===== src/rtl/prod_accum_pkg.sv =====
// Shared types and constants for the prod_accum multiply-accumulate back end.
package prod_accum_pkg;

  typedef enum logic {
    ACCUM = 1'b0,
    DONE  = 1'b1
  } state_e;

  localparam int PROD_W = 8;
  localparam int NIB_W  = 4;

endpackage


===== src/rtl/prod_accum_add.sv =====
// Accumulator adder with carry out; saturates to all-ones on carry when
// PROD_ACCUM_SAT_EN is defined, otherwise wraps modulo 2^ACC_W.
module prod_accum_add
  import prod_accum_pkg::*;
#(
  parameter int ACC_W = 10
) (
  input  logic [ACC_W-1:0]  acc_i,
  input  logic [PROD_W-1:0] prod_i,
  output logic [ACC_W-1:0]  sum_o,
  output logic              carry_o
);

  logic [ACC_W:0] full;

  assign full    = {1'b0, acc_i} + {{(ACC_W+1-PROD_W){1'b0}}, prod_i};
  assign carry_o = full[ACC_W];

  // Once saturated, any further nonzero addend carries again, so the
  // all-ones value holds for the rest of the batch without extra state.
  always_comb begin
`ifdef PROD_ACCUM_SAT_EN
    sum_o = carry_o ? '1 : full[ACC_W-1:0];
`else
    sum_o = full[ACC_W-1:0];
`endif
  end

endmodule


===== src/rtl/prod_accum.sv =====
// Sequential MAC back end: sums COUNT products per batch, presents the result
// on a valid/ready handshake. Saturation selected by PROD_ACCUM_SAT_EN.
module prod_accum
  import prod_accum_pkg::*;
#(
  parameter int ACC_W = 10,
  parameter int COUNT = 4,
  parameter int CNT_W = $clog2(COUNT + 1)
) (
  input  logic             clk,
  input  logic             rst,
  input  logic             clr,
  input  logic             in_valid,
  output logic             in_ready,
  input  logic [NIB_W-1:0] prod_lo,
  input  logic [NIB_W-1:0] prod_hi,
  output logic             out_valid,
  input  logic             out_ready,
  output logic [ACC_W-1:0] acc_out,
  output logic             ovf,
  output logic [CNT_W-1:0] cnt
);

  state_e           state_q, state_d;
  logic [ACC_W-1:0] acc_q, acc_d;
  logic             ovf_q, ovf_d;
  logic [CNT_W-1:0] cnt_q, cnt_d;

  logic [PROD_W-1:0] prod;
  logic [ACC_W-1:0]  sum;
  logic              carry;

  assign prod = {prod_hi, prod_lo};

  prod_accum_add #(.ACC_W(ACC_W)) u_add (
    .acc_i   (acc_q),
    .prod_i  (prod),
    .sum_o   (sum),
    .carry_o (carry)
  );

  always_comb begin
    state_d = state_q;
    acc_d   = acc_q;
    ovf_d   = ovf_q;
    cnt_d   = cnt_q;
    if (clr) begin
      state_d = ACCUM;
      acc_d   = '0;
      ovf_d   = 1'b0;
      cnt_d   = '0;
    end else begin
      unique case (state_q)
        ACCUM: begin
          if (in_valid) begin
            acc_d = sum;
            ovf_d = ovf_q | carry;
            cnt_d = cnt_q + CNT_W'(1);
            if (cnt_q == CNT_W'(COUNT - 1)) state_d = DONE;
          end
        end
        DONE: begin
          if (out_ready) begin
            state_d = ACCUM;
            acc_d   = '0;
            ovf_d   = 1'b0;
            cnt_d   = '0;
          end
        end
        default: state_d = ACCUM;
      endcase
    end
  end

  always_ff @(posedge clk or posedge rst) begin
    if (rst) begin
      state_q <= ACCUM;
      acc_q   <= '0;
      ovf_q   <= 1'b0;
      cnt_q   <= '0;
    end else begin
      state_q <= state_d;
      acc_q   <= acc_d;
      ovf_q   <= ovf_d;
      cnt_q   <= cnt_d;
    end
  end

  assign in_ready  = (state_q == ACCUM);
  assign out_valid = (state_q == DONE);
  assign acc_out   = acc_q;
  assign ovf       = ovf_q;
  assign cnt       = cnt_q;

endmodule


===== config.mk =====
export PLATFORM = sky130hd
export DESIGN_NAME = prod_accum
export DESIGN_NICKNAME = d
export VERILOG_FILES = /design/src/rtl/prod_accum_pkg.sv /design/src/rtl/prod_accum_add.sv /design/src/rtl/prod_accum.sv
export SDC_FILE = /design/constraint.sdc
export NUM_CORES = 1
export LEC_CHECK = 0
export BUFFER_PORTS_ARGS = -buffer_cell sky130_fd_sc_hd__buf_2
export CAP_MARGIN = 10
export CORE_UTILIZATION = 30
export CTS_CLUSTER_DIAMETER = 40
export DETAILED_ROUTE_END_ITERATION = 8
export PLACE_DENSITY = 0.54
export SYNTH_ARGS = -nofsm -noshare
export SYNTH_HDL_FRONTEND = slang
export SYNTH_SLANG_ARGS = --single-unit
export TNS_END_PERCENT = 50

===== constraint.sdc =====
create_clock -name clk -period 5.2 [get_ports clk]
set_clock_uncertainty 0.15 [all_clocks]
set_input_delay 0.78 -clock clk [delete_from_list [all_inputs] [get_ports clk]]
set_output_delay 0.78 -clock clk [all_outputs]
set_load 0.005 [all_outputs]

=== Word level (Yosys, flattened, before mapping) ===
Index checks and enable logic that the tools add are counted.

* Flip-flop bits (word level): 15
* Input port bits: 13
* Word-level logic and storage cells: 29

* Add/subtract/negate cells: 2
* Equality and inequality tests: 3
* Multiplexer cells: 17
* Bitwise logic cells: 2
* Reductions and logical operators: 1

{| class="wikitable"
|+ Operators by type and width
! cell !! count
|-
| $mux 10 || 3
|-
| $pmux 10 s2 || 1
|-
| $add 10x8->11 || 1
|-
| $mux 3 || 3
|-
| $mux 1 || 7
|-
| $ne 3x3->1 const B || 2
|-
| $pmux 3 s2 || 1
|-
| $pmux 1 s2 || 2
|-
| $add 3x1->3 const B || 1
|-
| $eq 3x2->1 const B || 1
|-
| $reduce_and 2->1 || 1
|-
| $not 1->1 || 1
|-
| $or 1x1->1 || 1
|}

=== Logic depth before layout (Yosys ltp) ===
* Depth in word-level cells: 5
* Mapped depth: 8
* Depth with buffers taken out: 8

=== Modules after synthesis ===
A second synthesis with hierarchy kept.

* Cell total of the unflattened synthesis: 132
* Area, all modules: 1261.2 um2

{| class="wikitable"
|+ By module, submodules not included
! module !! times used !! cells an instance !! area an instance (um2) !! sequential area each (um2)
|-
| prod_accum || 1 || 71 || 825.8 || 375.4
|-
| prod_accum_add || 1 || 61 || 435.4 || 0.0
|}

=== Least setup slack after synthesis ===
No wires, ideal clock.

* Path type: in2reg
* Start point: in prod_lo[0]
* End point: reg acc_q[8] (netlist: acc_out[8])
* Setup time: 0.123 ns
* Arrival time: 2.058 ns
* Required time: 4.927 ns
* Slack: 2.869 ns
* Stages on the path: 8
* Cell sequence: ha_1 -> inv_1 -> fa_1 -> nand2b_1 -> a21oi_2 -> o311ai_1 -> a21o_1 -> mux2i_1

* Longest elaborated chain between the ends: 4

{| class="wikitable"
|+ RTL lines
! element !! line !! RTL
|-
| start: declaration || prod_accum.sv:15 || <nowiki>input logic [NIB_W-1:0] prod_lo,</nowiki>
|-
| $add 10x8->11 || prod_accum_add.sv:16 || <nowiki>assign full = {1'b0, acc_i} + {{(ACC_W+1-PROD_W){1'b0}}, prod_i};</nowiki>
|-
| $mux 10 || prod_accum.sv:55 || <nowiki>if (in_valid) begin</nowiki>
|-
| $pmux 10 s2 || prod_accum.sv:53 || <nowiki>unique case (state_q)</nowiki>
|-
| $mux 10 || prod_accum.sv:47 || <nowiki>if (clr) begin</nowiki>
|-
| end signal: assignment || prod_accum.sv:78 || <nowiki>acc_q <= '0;</nowiki>
|-
| end signal: assignment || prod_accum.sv:83 || <nowiki>acc_q <= acc_d;</nowiki>
|-
| end: declaration || prod_accum.sv:25 || <nowiki>logic [ACC_W-1:0] acc_q, acc_d;</nowiki>
|}

No other way between the ends. The select of a mux whose other input is x is not followed.
A chain may end at the register's enable or synchronous reset.

=== Worst setup path in the final report ===
Same ends and word-level chain as after synthesis.

==> impl_metrics.py <==
metrics = {
    "worst_hold_path": {
        "hold_path.class": "reg -> reg",
    },
    "place": {
        "gp_congestion": 0.796,
        "dp_hpwl_microns": 1560,
        "numPortBuffers": 28,
        "dp_slack_ps": 2690,
    },
    "critical_path": {
        "cp-end-kind": "flop",
        "cp.arrival_ps": 2230,
        "slowest_delay_ps": 370,
        "crit_fanout": 3,
        "path_buf_inv": 2,
        "crit_type": "in -> reg",
        "cp_cell_sequence": "buf_2 -> ha_1 -> inv_1 -> fa_1 -> nand2b_1 -> a21oi_2 -> o311ai_1 -> a21o_1 -> mux2i_1",
        "crit_path_top_delay_cell": "fa_1",
        "path_delay_family": "adder cells",
        "critical_path_required_ps": 5230,
        "cp-start-kind": "input port",
    },
    "timing": {
        "fin_ws_ps": 3000,
        "fin_crit_sh": 0.422,
        "fmax_mhz": 456,
        "finalHoldViolations": 0,
        "slew_viol_final": 0,
        "grt_setup_unrepaired": "false",
        "tightest_slew_ps": 612,
        "finalSetupTns_ps": 0,
        "setup-violations-final": 0,
        "fin_crit_ps": 2200,
        "whs_ps": 356,
        "max_slew_margin": 0.591,
    },
    "detailed_routing": {
        "dr.pass1.iters": 4,
        "routed_wl_microns": 2040,
        "antenna_left": 0,
        "wire_per_inst_microns": 11.4,
        "drtIter0Drc": 13,
        "via_per_inst": 4.69,
        "vias": 834,
        "drc": 0,
    },
    "final_layout": {
        "fill_cells": 358,
        "finish.net_count": 159,
        "diodes": 0,
        "syn_to_final_growth_pct": 23.2,
        "layout-drive-gt1-share": 0.291,
    },
    "cts": {
        "cts_inserted_buffers": 3,
        "root_buffer": "clkbuf_4",
        "cts_tree": "yes",
        "cts_setup_buffers": 0,
        "clk_pin_slew_ps": 100,
        "insertion_delay_ps": 290,
        "htree_levels": 1,
        "cts.sinks": 15,
        "cts_hold_buf": 0,
        "postCtsResizedCells": 0,
        "cts_buffer_depth": 2,
    },
    "synthesis": {
        "syn_inst": 102,
        "netlist_area_sq_um": 958,
        "synth_top_cell_area_share": 0.392,
        "synth.avg_cell_area_sq_um": 9.40,
        "ys_async_sr_fraction": 1.00,
        "yosys-top-cells-count": "15 x dfrtp_1, 14 x nand2_1, 10 x ha_1, 9 x inv_1, 8 x a21oi_1",
        "yosys_warnings": 0,
        "synth.most_common_cell": "dfrtp_1",
        "synth.area.top_cells": "dfrtp_1 39%, ha_1 13%, nand2_1 5.5%, xor2_1 4.6%, a21oi_1 4.2%",
        "synth_top_area_cell": "dfrtp_1",
        "synth_seq_cells": 15,
        "synth_edf_count": 0,
        "synth_fp_nets": 126,
        "seq_area_frac_synth": 0.392,
        "synthDistinctLibCells": 30,
        "synthFlopType": "dfrtp_1",
    },
    "die": {
        "fp.dieArea_sq_um": 3420,
        "die_x_microns": 58.5,
        "core_area_sq_um": 3050,
        "die_h_microns": 58.5,
        "io_pins": 29,
        "rows": 20,
        "initial_core_util": 0.314,
    },
    "power": {
        "power_leakage_nw": 0.608,
        "max-vdd-ir-drop_uv": 80.0,
        "power.density_nw_per_um2": 259,
    },
    "grt": {
        "grt_pass1_vias": 746,
        "grt_max_degree": 16,
        "track_usage": 0.130,
        "grt_overflow": 0,
        "grt_pass1_wl_microns": 3320,
        "grt_antenna_before_repair": 0,
    },
    "run": {
        "cap_violations": 0,
    },
    "run_status": {
        "status": "completed",
    },
}
-- cells in the final DEF, fill, tap and decap left out, types with 3 or more instances in the layout --
| master | n |
|---|---|
| o22ai_1 | 3 |
| inv_1 | 9 |
| a22o_1 | 3 |
| a21oi_1 | 8 |
| xor2_1 | 5 |
| a21oi_2 | 3 |
| nand2_1 | 14 |
| o21ai_0 | 6 |
| ha_1 | 10 |
| dfrtp_1 | 15 |
| clkbuf_4 | 3 |
| nand3_1 | 4 |
| nor2_1 | 4 |
| buf_2 | 28 |
-- worst min-delay path, cell delays in order (launching register included) --
cell	delay, ps
dfrtp_1	370
nand2_1	50
o21ai_0	60
-- cell type report --
class / instances / area (sq um) / area share
clock buffers: 3 / 22.5 / 0.0191
clock inverters: 1 / 5.00 / 0.00424
inverters: 9 / 33.8 / 0.0286
multi-input cells: 78 / 549 / 0.465
flip-flops and latches: 15 / 375 / 0.318
well taps: 44 / 55.1 / 0.0466
repair buffers: 28 / 140 / 0.119
-- kinds of logic after synthesis --
family          synth area share
xor+xnor                  0.0548
buf+inv                   0.0352
mux                       0.0104
simple gates               0.140
compound gates             0.217
flops                      0.392
fa+ha+maj                  0.151
-- routing by layer --
layer | vias up | track usage | routed length, microns
met3 | 4 | 0.0308 | 95
met4 | 0 | 0.0714 | 38
met5 | - | 0 | 0
met2 | 24 | 0.204 | 942
li1 | 425 | - | -
met1 | 381 | 0.166 | 961
-- sequential cells by signal (all words and copies together) (netlist names) --
signal     count
ovf            1
acc_out       10
cnt            3
out_valid      1
-- through the flow --
stage / util / instances / instance area [sq um] / power, W
after floorplan: - / 102 / 958 / 0.000207
after global placement: 0.378 / 174 / 1150 / 0.000238
after detailed placement: 0.378 / 174 / 1150 / 0.000239
after CTS: 0.387 / 178 / 1180 / 0.000311
after global routing: 0.387 / 178 / 1180 / 0.000328
final: 0.387 / 178 / 1180 / 0.000305
-- power breakdown --
| part | switching [W] | total (W) | internal, W | leakage [nW] |
|---|---|---|---|---|
| logic | 0.0000515 | 0.0000971 | 0.0000456 | 0.388 |
| registers | 0.0000101 | 0.000138 | 0.000128 | 0.202 |
| clock network | 0.0000415 | 0.0000701 | 0.0000286 | 0.0177 |
| total | 0.000103 | 0.000305 | 0.000202 | 0.608 |
-- final timing paths --
check	to	start	slack (ps)	depth (start not counted)
max reg2reg	acc_out[8]	acc_out[0]	3190	8
max	acc_out[8]	prod_lo[0]	3000	9
min reg2reg	acc_out[4]	acc_out[4]	360	2
max in group asynchronous	acc_out[3]	rst	4110	2
min	acc_out[4]	acc_out[4]	360	2
min in group asynchronous	out_valid	rst	400	2
(Power assumes the default switching activity.)
